## src/rtl/csr_file.sv

```systemverilog
`default_nettype none
// ============================================================================
// Module   : csr_file
// Purpose  : Machine-mode CSR file and trap sequencer. Takes the registered
//            writeback-stage outputs and performs CSR writes, trap entry and
//            MRET return, issuing a one-cycle PC redirect to fetch.
// Ports    :
//   CLK            core clock
//   RESET_N        asynchronous active-low reset
//   WB_ST_CSR      CSR write strobe from writeback
//   WB_IR          retired instruction, CSR address in [31:20]
//   WB_CSR_DATA    CSR write data
//   WB_CS          context switch (trap) request
//   WB_CAUSE       trap cause, MSB set for interrupts
//   WB_PC          PC of the instruction in writeback
//   WB_MRET        MRET retiring
//   WB_RETIRE      valid instruction retired this cycle
//   RD_CSR_ADDR    combinational read address
//   RD_CSR_DATA    combinational read data
//   TRAP_PC        redirect target (holds when not valid)
//   TRAP_PC_VALID  one-cycle redirect strobe
//   BUSY           sequencer not idle
//   PRIVILEGE      current privilege level
// Revision : 1.0 - initial release
// ============================================================================
module csr_file #(
  parameter int         XLEN       = 64,
  parameter logic [1:0] RESET_PRIV = 2'b11
) (
  input  logic            CLK,
  input  logic            RESET_N,
  input  logic            WB_ST_CSR,
  input  logic [31:0]     WB_IR,
  input  logic [XLEN-1:0] WB_CSR_DATA,
  input  logic            WB_CS,
  input  logic [XLEN-1:0] WB_CAUSE,
  input  logic [XLEN-1:0] WB_PC,
  input  logic            WB_MRET,
  input  logic            WB_RETIRE,
  input  logic [11:0]     RD_CSR_ADDR,
  output logic [XLEN-1:0] RD_CSR_DATA,
  output logic [XLEN-1:0] TRAP_PC,
  output logic            TRAP_PC_VALID,
  output logic            BUSY,
  output logic [1:0]      PRIVILEGE
);

  localparam logic [11:0] c_ADDR_MSTATUS  = 12'h300;
  localparam logic [11:0] c_ADDR_MIE      = 12'h304;
  localparam logic [11:0] c_ADDR_MTVEC    = 12'h305;
  localparam logic [11:0] c_ADDR_MSCRATCH = 12'h340;
  localparam logic [11:0] c_ADDR_MEPC     = 12'h341;
  localparam logic [11:0] c_ADDR_MCAUSE   = 12'h342;
  localparam logic [11:0] c_ADDR_MCYCLE   = 12'hB00;
  localparam logic [11:0] c_ADDR_MINSTRET = 12'hB02;

  typedef enum logic [1:0] {
    ST_IDLE          = 2'd0,
    ST_TRAP_REDIRECT = 2'd1,
    ST_MRET_REDIRECT = 2'd2
  } state_t;

  state_t          r_state;
  logic            r_mie;
  logic            r_mpie;
  logic [1:0]      r_mpp;
  logic [1:0]      r_priv;
  logic [XLEN-1:0] r_mie_csr;
  logic [XLEN-1:0] r_mtvec;
  logic [XLEN-1:0] r_mscratch;
  logic [XLEN-1:0] r_mepc;
  logic [XLEN-1:0] r_mcause;
  logic [XLEN-1:0] r_mcycle;
  logic [XLEN-1:0] r_minstret;
  logic [XLEN-1:0] r_trap_pc;
  logic            r_trap_pc_valid;

  logic [11:0]     w_wr_addr;
  logic            w_idle;
  logic            w_trap_take;
  logic            w_mret_take;
  logic            w_csr_wr;
  logic [XLEN-1:0] w_tvec_base;
  logic [XLEN-1:0] w_trap_target;
  logic [XLEN-1:0] w_mstatus;

  // Only the CSR address field of the instruction is consumed here.
  logic w_unused;
  assign w_unused = &{1'b0, WB_IR[19:0]};

  assign w_wr_addr = WB_IR[31:20];
  assign w_idle    = (r_state == ST_IDLE);

  // Interrupts are masked by mstatus.MIE; exceptions always trap. A masked
  // interrupt behaves exactly as if no trap had been requested.
  assign w_trap_take = w_idle && WB_CS && !(WB_CAUSE[XLEN-1] && !r_mie);
  assign w_mret_take = w_idle && !w_trap_take && WB_MRET;
  assign w_csr_wr    = w_idle && !w_trap_take && !WB_MRET && WB_ST_CSR;

  // Vectored mode only redirects interrupts; exceptions go to the base.
  // mtvec bit1 is held at 0 on write, so bit0 alone selects the mode.
  assign w_tvec_base   = {r_mtvec[XLEN-1:2], 2'b00};
  assign w_trap_target = (r_mtvec[0] && WB_CAUSE[XLEN-1])
                       ? w_tvec_base + {{(XLEN-8){1'b0}}, WB_CAUSE[5:0], 2'b00}
                       : w_tvec_base;

  always_comb begin
    w_mstatus        = '0;
    w_mstatus[3]     = r_mie;
    w_mstatus[7]     = r_mpie;
    w_mstatus[12:11] = r_mpp;
  end

  always_comb begin
    RD_CSR_DATA = '0;
    case (RD_CSR_ADDR)
      c_ADDR_MSTATUS:  RD_CSR_DATA = w_mstatus;
      c_ADDR_MIE:      RD_CSR_DATA = r_mie_csr;
      c_ADDR_MTVEC:    RD_CSR_DATA = r_mtvec;
      c_ADDR_MSCRATCH: RD_CSR_DATA = r_mscratch;
      c_ADDR_MEPC:     RD_CSR_DATA = r_mepc;
      c_ADDR_MCAUSE:   RD_CSR_DATA = r_mcause;
      c_ADDR_MCYCLE:   RD_CSR_DATA = r_mcycle;
      c_ADDR_MINSTRET: RD_CSR_DATA = r_minstret;
      default:         RD_CSR_DATA = '0;
    endcase
  end

  always_ff @(posedge CLK or negedge RESET_N) begin
    if (!RESET_N) begin
      r_state         <= ST_IDLE;
      r_mie           <= 1'b0;
      r_mpie          <= 1'b0;
      r_mpp           <= 2'b00;
      r_priv          <= RESET_PRIV;
      r_mie_csr       <= '0;
      r_mtvec         <= '0;
      r_mscratch      <= '0;
      r_mepc          <= '0;
      r_mcause        <= '0;
      r_mcycle        <= '0;
      r_minstret      <= '0;
      r_trap_pc       <= '0;
      r_trap_pc_valid <= 1'b0;
    end else begin
      // Counters: an explicit write takes precedence over the increment.
      if (w_csr_wr && (w_wr_addr == c_ADDR_MCYCLE))
        r_mcycle <= WB_CSR_DATA;
      else
        r_mcycle <= r_mcycle + {{(XLEN-1){1'b0}}, 1'b1};

      if (w_csr_wr && (w_wr_addr == c_ADDR_MINSTRET))
        r_minstret <= WB_CSR_DATA;
      else if (WB_RETIRE && !w_trap_take)
        r_minstret <= r_minstret + {{(XLEN-1){1'b0}}, 1'b1};

      case (r_state)
        ST_IDLE: begin
          if (w_trap_take) begin
            r_mepc          <= {WB_PC[XLEN-1:2], 2'b00};
            r_mcause        <= WB_CAUSE;
            r_mpie          <= r_mie;
            r_mie           <= 1'b0;
            r_mpp           <= r_priv;
            r_priv          <= 2'b11;
            // Target is fixed here from the cause being accepted, so the
            // redirect cycle never depends on the live writeback inputs.
            r_trap_pc       <= w_trap_target;
            r_trap_pc_valid <= 1'b1;
            r_state         <= ST_TRAP_REDIRECT;
          end else if (w_mret_take) begin
            r_priv          <= r_mpp;
            r_mie           <= r_mpie;
            r_mpie          <= 1'b1;
            r_mpp           <= 2'b00;
            r_trap_pc       <= r_mepc;
            r_trap_pc_valid <= 1'b1;
            r_state         <= ST_MRET_REDIRECT;
          end else if (w_csr_wr) begin
            case (w_wr_addr)
              c_ADDR_MSTATUS: begin
                r_mie  <= WB_CSR_DATA[3];
                r_mpie <= WB_CSR_DATA[7];
                r_mpp  <= WB_CSR_DATA[12:11];
              end
              c_ADDR_MIE:      r_mie_csr  <= WB_CSR_DATA;
              c_ADDR_MTVEC:    r_mtvec    <= {WB_CSR_DATA[XLEN-1:2], 1'b0, WB_CSR_DATA[0]};
              c_ADDR_MSCRATCH: r_mscratch <= WB_CSR_DATA;
              c_ADDR_MEPC:     r_mepc     <= {WB_CSR_DATA[XLEN-1:2], 2'b00};
              c_ADDR_MCAUSE:   r_mcause   <= WB_CSR_DATA;
              default: ;
            endcase
          end
        end
        ST_TRAP_REDIRECT, ST_MRET_REDIRECT: begin
          r_trap_pc_valid <= 1'b0;
          r_state         <= ST_IDLE;
        end
        default: begin
          r_trap_pc_valid <= 1'b0;
          r_state         <= ST_IDLE;
        end
      endcase
    end
  end

  assign TRAP_PC       = r_trap_pc;
  assign TRAP_PC_VALID = r_trap_pc_valid;
  assign BUSY          = (r_state != ST_IDLE);
  assign PRIVILEGE     = r_priv;

endmodule
`default_nettype wire

```

## config.mk

```make
export PLATFORM = sky130hd
export DESIGN_NAME = csr_file
export DESIGN_NICKNAME = d
export VERILOG_FILES = /design/src/rtl/csr_file.sv
export SDC_FILE = /design/constraint.sdc
export NUM_CORES = 1
export LEC_CHECK = 0
export CORE_UTILIZATION = 50
export CTS_BUF_LIST = sky130_fd_sc_hd__clkbuf_2 sky130_fd_sc_hd__clkbuf_4 sky130_fd_sc_hd__clkbuf_8
export CTS_CLUSTER_SIZE = 10
export DETAILED_ROUTE_END_ITERATION = 10
export PLACE_DENSITY = 0.74
export REMOVE_ABC_BUFFERS = 1
export SETUP_SLACK_MARGIN = 0.1
export SYNTH_ARGS = -nofsm -noshare
export SYNTH_HDL_FRONTEND = slang
export SYNTH_SLANG_ARGS = --single-unit
```

## constraint.sdc

```tcl
create_clock -name CLK -period 3.2 [get_ports CLK]
set_input_delay 0.64 -clock CLK [delete_from_list [all_inputs] [get_ports CLK]]
set_output_delay 0.64 -clock CLK [all_outputs]
set_load 0.01 [all_outputs]
```

Word-level counts from Yosys, hierarchy flattened --
Cells that the tools add are included. Widths: inputs -> output; s select.
Word-level totals: flip-flop bits (word level) 520, input port bits 242, output and inout port bits 132, logic and storage cells 103
Cells by class: add/sub/neg operators 3, equality and inequality tests 18, multiplexer cells 35, bitwise operators 2, reductions and logical operators 31
Operators by type and width (number):
- $mux 64 | 14
- $pmux 64 s8 | 1
- $eq 12x10->1 const B | 12
- $add 64x1->64 const B | 2
- $add 64x8->64 | 1
- $eq 12x12->1 const B | 4
- $mux 2 | 9
- $reduce_and 5->1 | 3
- $reduce_bool 2->1 | 6
- $logic_and 1x1->1 | 11
- $mux 1 | 11
- $reduce_and 4->1 | 2
- $reduce_bool 3->1 | 2
- $logic_not 1->1 | 4
- $ne 3x1->1 const B | 1
- $reduce_and 3->1 | 1
- $logic_not 2->1 | 1
- $ne 2x2->1 const B | 1
- $not 1->1 | 2
- $reduce_and 2->1 | 1

Logic depth before layout (Yosys ltp) --
Gate-level depths: netlist of the first run.
depth in word-level cells 11, mapped depth 9, depth with buffers taken out 8

Worst setup path after synthesis of the first run --
OpenSTA, ideal clock, no wires.
path kind in2out, from in RD_CSR_ADDR[5], to out RD_CSR_DATA[62], arrival time 2178 ps, required time 2560 ps, setup slack 382 ps, stages on the path 8, path buffers 2, path through nor4b_1 > nand3b_1 > nor2_1 > and4b_1 > clkbuf_1 > buf_1 > a222oi_1 > o21ai_0
Between the ends: word-level cells in the longest chain between the ends 2, elaborated cells on any way between the ends 9, classes of those cells eq/ne: 8; mux: 1
Ends and longest elaborated chain:
- from (decl) | RTL line 40 | input logic [11:0] RD_CSR_ADDR,
- $eq 12x12->1 or $eq 12x10->1 (tied branches) | RTL line 116 | case (RD_CSR_ADDR)
- $pmux 64 s8 * | RTL line 116
- to (decl) | RTL line 41 | output logic [XLEN-1:0] RD_CSR_DATA,
Mark *: on every way between the ends. The rest lies on a longest branch, timed or not.

Worst setup path in the final report of the first run --
from in RD_CSR_ADDR[4], to out RD_CSR_DATA[56]
Same word-level chain as after synthesis.

==> results.md, run 1 <==
* # DRC at 0
* Met2 Track Usage GR at between 50% and 60%
* Synth warn at 0
* Final Critical Period at ~3.2 ns
* DRT Pass-1 Iters at 10
* Synth-to-layout area growth at 31.0%
* Vert. Die Dim at about 230 µm
* Syn Area/Cell at a little under 10 µm²
* Worst Setup End Kind: output pin
* Share of cells above drive strength 1 at 24.2%
* CP required at around 2.6 ns
* Final setup fails at 5
* Initial drt markers at 3,155
* TritonCTS clock tree: yes
* Simple-gate portion of the synthesized area at ~16%
* Largest net degree at the start of global routing at 93
* Vias/cell at 6.43
* Final Worst Setup Slack at -0.0456 ns
* Synth Area in XOR/XNOR at under 10%
* Critical-path maximum fanout at 4
* CTS clk-pin slew, worst paths at approximately 0.05 ns
* CP Class: in -> out
* CTS buffer count at between 80 and 90
* Initial Util at around 51%
* Yosys reg bits at roughly 520
* Congestion Overflow GR at 0
* Layout Utilization at about 66%
* Setup crit start kind: input port
* Slew headroom at ~47%
* Total GRT Usage at a little over a third
* Detailed-route wire length per cell at between 20 and 30 µm
* Ys async rst share at 100%
* Synth Area in Compound Gates at ~15%
* Worst Tran Pin Value at around 0.8 ns
* Setup WS pre-CTS at -0.690 ns
* Run status: finished, violations left
* Maxcap violations at 0
* # rows at 84
* Vias in the first global route at approximately 25,000
* Combinational family with the most area after synthesis: simple AND/OR/NAND/NOR gates
* Synth Area in Adders at less than 1%
* Mapped Area at about 27,000 µm²
* Seq/Total Area, Yosys at between 40 and 50%
* Clk buf depth at 3
* Initial antenna violation count at 5
* RSZ-0062 raised after global routing: yes
* Design area at about 35,000 µm²
* Routed WL at 99,600 µm
* Io pins at approximately 370
* Tcrit/Tclk final at 101%
* GRT busiest layer: met2
* I/O Buffers at 349
* Power, Total at approximately 20 mW
* Mux contribution to synthesized area at about 11%
* Clk_lat worst skew at between 0.7 and 0.8 ns
* DR vias at approximately 25,000
* Skew final at ~0.045 ns
* Die area at 54,200 µm²
* Netlist cell types at 71
* Primary FF master, synth: dfrtp_1
* Core area at 52,600 µm²
* Cells after Synth at between 2,000 and 3,000
* Peak supply drop at roughly 370 µV
* Fillers at 4,047
* Die width at between 200 and 250 µm
* Post-route ant nets at 0
* Wire length of the first global-routing pass at ~150,000 µm
* Worst Path Arrival at between 2 and 3 ns
* Placement Cell Area at approximately 32,000 µm²
* Met3 usage at 7.82%
* Post-synth EDFFs at 0
* Hold crit path type: reg -> reg
* Power per cell area at 570 nW/µm²
* GP Congestion at ~0.96
* Peak Freq at between 300 and 400 MHz
* Grt met1 use at 46.4%
* Layout Nets at between 3,000 and 4,000
* Root buffer cell: clkbuf_8
* Max-slew violations at 0
* Lkg Pwr at between 15 and 20 nW
* H-tree depth at 3
* Post-DP HPWL at ~66,000 µm
* Endpoints failing hold at 0
* Clk sinks at about 520
* Failing checks: negative setup slack
-- sequential cells by signal, summed over array words and instances, names as in the netlist, 2 cells and up --
register and cells:
r_mcause 64, r_mscratch 64, r_mepc 62, r_state 2, r_mcycle 64, r_minstret 64, PRIVILEGE 2, r_mtvec 63
r_mie_csr 64, TRAP_PC 62, r_mpp 2
-- worst paths after layout --
path / from / endpoint / slack, ns / cells after the start
max in group asynchronous: RESET_N / r_mcause[32] / 1.72 / 4
min: r_mie_csr[45] / r_mie_csr[45] / 0.50 / 1
min in group asynchronous: RESET_N / r_mscratch[58] / 0.54 / 2
max: RD_CSR_ADDR[4] / RD_CSR_DATA[56] / -0.05 / 12
max reg2reg: r_mcycle[9] / r_mcycle[61] / 0.40 / 6
min reg2reg: r_mie_csr[45] / r_mie_csr[45] / 0.50 / 1
-- cell usage after synthesis (all sizes together) (16+ instances only) --
cell type    n  area [µm²]
nor4        27         272
buf         34         176
and3        32         201
dfrtp      514       12900
nor2       314        1180
o21ai       62         310
o22ai       25         156
nand3       85         440
mux2       259        2920
a222oi      96         961
a22oi       56         420
xnor2       91         797
nand2      280        1050
clkbuf     154         578
o211ai      29         218
a21oi      195         980
inv         25        93.8
and4        16         140
a31oi      117         732
xor2        90         788
nand4       59         369
nor3        40         200
-- cell families (layout without fill, tap and decap cells) --
logic type	after synthesis	count (layout)
flops	516	516
buf+inv	214	730
xor+xnor	181	181
fa+ha+maj	9	9
simple gates	894	894
compound gates	608	608
mux	263	263
other cells	1	6
-- final cells by class --
type,instances,area (µm²),area share [%]
sequential,516,12900,37.0
tap,688,861,2.47
timing repair buffer,542,5870,16.8
antenna,4,10.0,0.0287
inverter,26,106,0.305
clock inverter,14,75.1,0.215
multi-input combinational,1957,13200,37.9
clock buffer,148,1840,5.27
-- critical path: stages --
cell,delay (ns)
buf_6,0.10
nor4b_4,0.25
nand3b_1,0.15
buf_4,0.16
or3b_4,0.40
buf_12,0.16
buf_12,0.13
buf_12,0.12
buf_8,0.13
buf_6,0.12
o21ai_4,0.12
buf_6,0.12
-- repair_timing --
| action | CTS | global route |
|---|---|---|
| gates cloned | 11 | 9 |
| hold endpoints to repair | 66 | 0 |
| hold buffers | 1 | 0 |
| buffers inserted | 25 | 10 |
| pin swaps | 58 | 29 |
| gates resized for setup | 376 | 53 |
| setup endpoints to repair | 64 | 65 |
-- metrics by stage --
stage / setup TNS, ns / cells / hold slack [ns]
detailed placement: -37.89 / 3674 / 0.490
global placement: -38.38 / 3674 / 0.483
CTS: -0.0176 / 3873 / 0.467
finish: -0.0588 / 3895 / 0.500
global route: -1.10 / 3893 / 0.499
floorplan: -1045.19 / 2499 / 0.344
-- metal layers --
metal	vias to the layer above	wire length [µm]
met3	321	9630
met5	-	23
met1	12403	38700
li1	10774	-
met4	4	5790
met2	1526	45500
-- report_power, final --
part | internal [mW] | leakage [nW] | total (mW) | switching (mW)
registers | 7.82 | 6.67 | 8.90 | 1.09
clock network | 3.61 | 1.03 | 6.46 | 2.85
logic | 2.07 | 7.31 | 4.50 | 2.43
total | 13.5 | 15.0 | 19.9 | 6.37
-- placed cells by master (no fill, tap or decap), types with 6 or more instances in the layout --
cell             netlist  routed
clkdlybuf4s50_1        0     272
nor4_4                 6       6
and2_1                10      10
a22oi_2                0       6
and4_1                16      16
buf_2                 12      63
a222oi_1              96      96
buf_6                  3      20
o21ai_1                4      13
buf_12                 0      64
buf_16                 0      11
a31oi_1              117     117
nand4_1               59      59
nor2_1               313     309
nor3_1                40      38
buf_4                  3      95
or3_1                  6       6
a22oi_1               56      50
nand3_1               82      79
nor4_1                19      17
mux2_2               259     259
o21ai_0               58      26
nand2_1              279     271
clkbuf_4               0      32
and3_1                31      29
o22ai_1               25      25
xor2_1                90      90
ha_1                   8       8
o211ai_1              29      29
xnor2_1               91      91
o21ai_2                0      22
clkbuf_8               0     116
a21oi_1              194     192
clkbuf_16              0       8
dfrtp_1              514     514
nand2_2                1       8
inv_1                 25      24
clkinv_2               0      12
Note: power is estimated with default switching activity, not from simulation.
==> run 2: changes to the inputs <==
Clock period 3.2 ns to 4.1 ns, I/O delays scaled along.
==> run 2 against run 1 <==
Against the previous run:
- the run now ends clean
- flip-flop and latch count unchanged
- first-iteration DRC count is 12% lower
- design area shrank 4.5%
- clock skew down 0.0067 ns
==> results.md, run 2 (synthesis gave the netlist of run 1 again) <==
* Run status: finished clean
* # rows at 84 (unchanged)
* Share of cells above drive strength 1 at 18.4% (-5.8 points)
* Slew headroom at 10.0% (-37 points)
* Vert. Die Dim at 233 µm (unchanged)
* Power per cell area at 454 nW/µm² (-20%)
* H-tree depth at 3 (unchanged)
* Post-DP HPWL at 61,600 µm (-6.3%)
* Vias/cell at 6.35 (-1.2%)
* Initial Util at 50.7% (unchanged)
* Met2 routed WL at 43,200 µm (-5.2%)
* I/O Buffers at 349 (unchanged)
* DR top layer: met5
* Post-route ant nets at 0 (unchanged)
* CTS clk-pin slew, worst paths at 0.06 ns (about the same)
* Largest net degree at the start of global routing at 122 (+31%)
* Initial drt markers at 2,787 (-12%)
* Placement Cell Area at 31,500 µm² (-1.4%)
* Peak supply drop at 356 µV (-3.3%)
* Cell mode on critical path: buf_12
* Clk buf depth at 3 (unchanged)
* Skew final at 0.0382 ns (-0.00671 ns)
* Wire length of the first global-routing pass at 140,000 µm (-5.1%)
* Core area at 52,600 µm² (unchanged)
* Layout Nets at 3,291 (-2.7%)
* Routed met3 length at 7990 µm (-17%)
* DR vias at 24,078 (-3.8%)
* CP required at 3.28 ns (+0.72 ns)
* GP Congestion at 0.931 (-3.0%)
* CP Class: in -> out
* Most frequent cells in the layout: dfrtp_1 (514), nor2_1 (310), clkdlybuf4s50_1 (283)
* Total GRT Usage at 33.8% (-2.1 points)
* DRT Pass-1 Iters at 9 (-1)
* Commonest non-fill, non-tap cell in the layout: dfrtp_1
* Die width at 233 µm (unchanged)
* Detailed-route wire length per cell at 24.2 µm (-5.4%)
* Setup crit start kind: input port
* Final setup fails at 0 (-5)
* CTS buffer count at 89 (unchanged)
* Routed WL at 91,700 µm (-7.9%)
* Cts hold-fix bufs at 0 (-1)
* Critical-path maximum fanout at 10 (+6)
* Wl on met1 at 37,000 µm (-4.4%)
* Clk sinks at 516 (unchanged)
* Largest stage delay on the critical path at 0.42 ns (+0.02 ns)
* CP max stage cell: clkdlybuf4s50_1
* Congestion Overflow GR at 0 (unchanged)
* Worst Path Arrival at 3.11 ns (+0.50 ns)
* Layout Utilization at 63.4% (-3.0 points)
* # DRC at 0 (unchanged)
* Endpoints failing hold at 0 (unchanged)
* Tcrit/Tclk final at 95.9%
* Die area at 54,200 µm² (unchanged)
* Critical Path, Cell by Cell: clkdlybuf4s50_1 -> nor4b_2 -> nand3b_1 -> nor2_2 -> and3_4 -> buf_12 -> buf_4 -> buf_12 -> a22oi_1 -> o211ai_1 -> dlygate4sd2_1
* Maxcap violations at 0 (unchanged)
* Worst Tran Pin Value at 1.34 ns (+0.540 ns)
* Lkg Pwr at 14.3 nW (-4.4%)
* Clk_lat worst skew at 0.70 ns (about the same)
* Io pins at 374 (unchanged)
* Peak Freq at roughly 250 MHz
* TritonCTS clock tree: yes
* Root buffer cell: clkbuf_8
* Hold crit path type: in -> async
* Final Critical Period at between 3 and 4 ns
* Worst Setup End Kind: output pin
* Initial antenna violation count at 6 (+1)
* Max-slew violations at 0 (unchanged)
* Vias in the first global route at 23,986 (-4.3%)
* Worst R2R Path Depth at 6 (unchanged)
* Synth-to-layout area growth at 25.1%
* Design area at 33,300 µm² (-4.5%)
* RSZ-0062 raised after global routing: yes
## run 2: changes by cell type in the layout (fill, tap and decap cells not counted), moves of 20 or more
cell,before,now
buf_12,64,35
buf_2,63,2
buf_4,95,65
buf_6,20,0
dlygate4sd2_1,1,50
o21ai_0,26,49
o21ai_2,22,0
## run 2: worst paths after layout
check | from | endpoint | slack (ns)
max | RD_CSR_ADDR[5] | RD_CSR_DATA[37] | 0.17
min | RESET_N | r_mepc[59] | 0.28
max reg2reg | r_mtvec[24] | TRAP_PC[54] | 1.16
min reg2reg | r_mie_csr[6] | r_mie_csr[6] | 0.50
max in group asynchronous | RESET_N | r_mscratch[23] | 2.80
min in group CLK | r_mie_csr[6] | r_mie_csr[6] | 0.50
## run 2: worst max-delay path, delay by kind of cell
kind | cells | cell delay [ns]
buf+inv | 5 | 1.20
simple gates | 4 | 0.86
compound gates | 2 | 0.20
## run 2: area by class of cell
class	count	area, µm²
fill	4212	19200
clock inverter	8	45.0
antenna	4	10.0
inverter	26	103
timing repair buffer	450	4630
multi-input combinational	1957	13000
tap	688	861
clock buffer	143	1750
sequential	516	12900
## run 2: per-stage QoR
stage / power, mW / setup WS (ns) / setup TNS (ns) / std cells / hold WS, ns
6_report: 15.1 / 0.168 / 0 / 3792 / 0.281
5_1_grt: 15.8 / 0.0416 / 0 / 3790 / 0.326
4_1_cts: 15.1 / 0.0563 / 0 / 3788 / 0.291
3_5_place_dp: 10.3 / -0.238 / -4.02 / 3634 / 0.490
3_3_place_gp: 10.2 / -0.260 / -5.76 / 3634 / 0.482
2_1_floorplan: 8.48 / -4.44 / -730.35 / 2499 / 0.468
## run 2: routing by layer
layer  global-route usage [%]  vias up
li1                         -    10565
met1                     44.1    12021
met3                     7.37      238
met2                     54.1     1252
met4                     14.7        2
met5                        0        -
## run 2: power breakdown
| part | switching (mW) | total (mW) | internal [mW] |
|---|---|---|---|
| Combinational | 1.85 | 3.42 | 1.58 |
| Clock | 2.12 | 4.79 | 2.67 |
| Sequential | 0.802 | 6.90 | 6.10 |
| Total | 4.77 | 15.1 | 10.3 |
## run 2: repair_timing
item                                    in CTS  in global routing
pin swaps                                   14                  7
cloned                                       1                  0
gates resized for setup                     79                 19
buffers inserted                             2                  0
endpoints found under the setup margin      64                 14
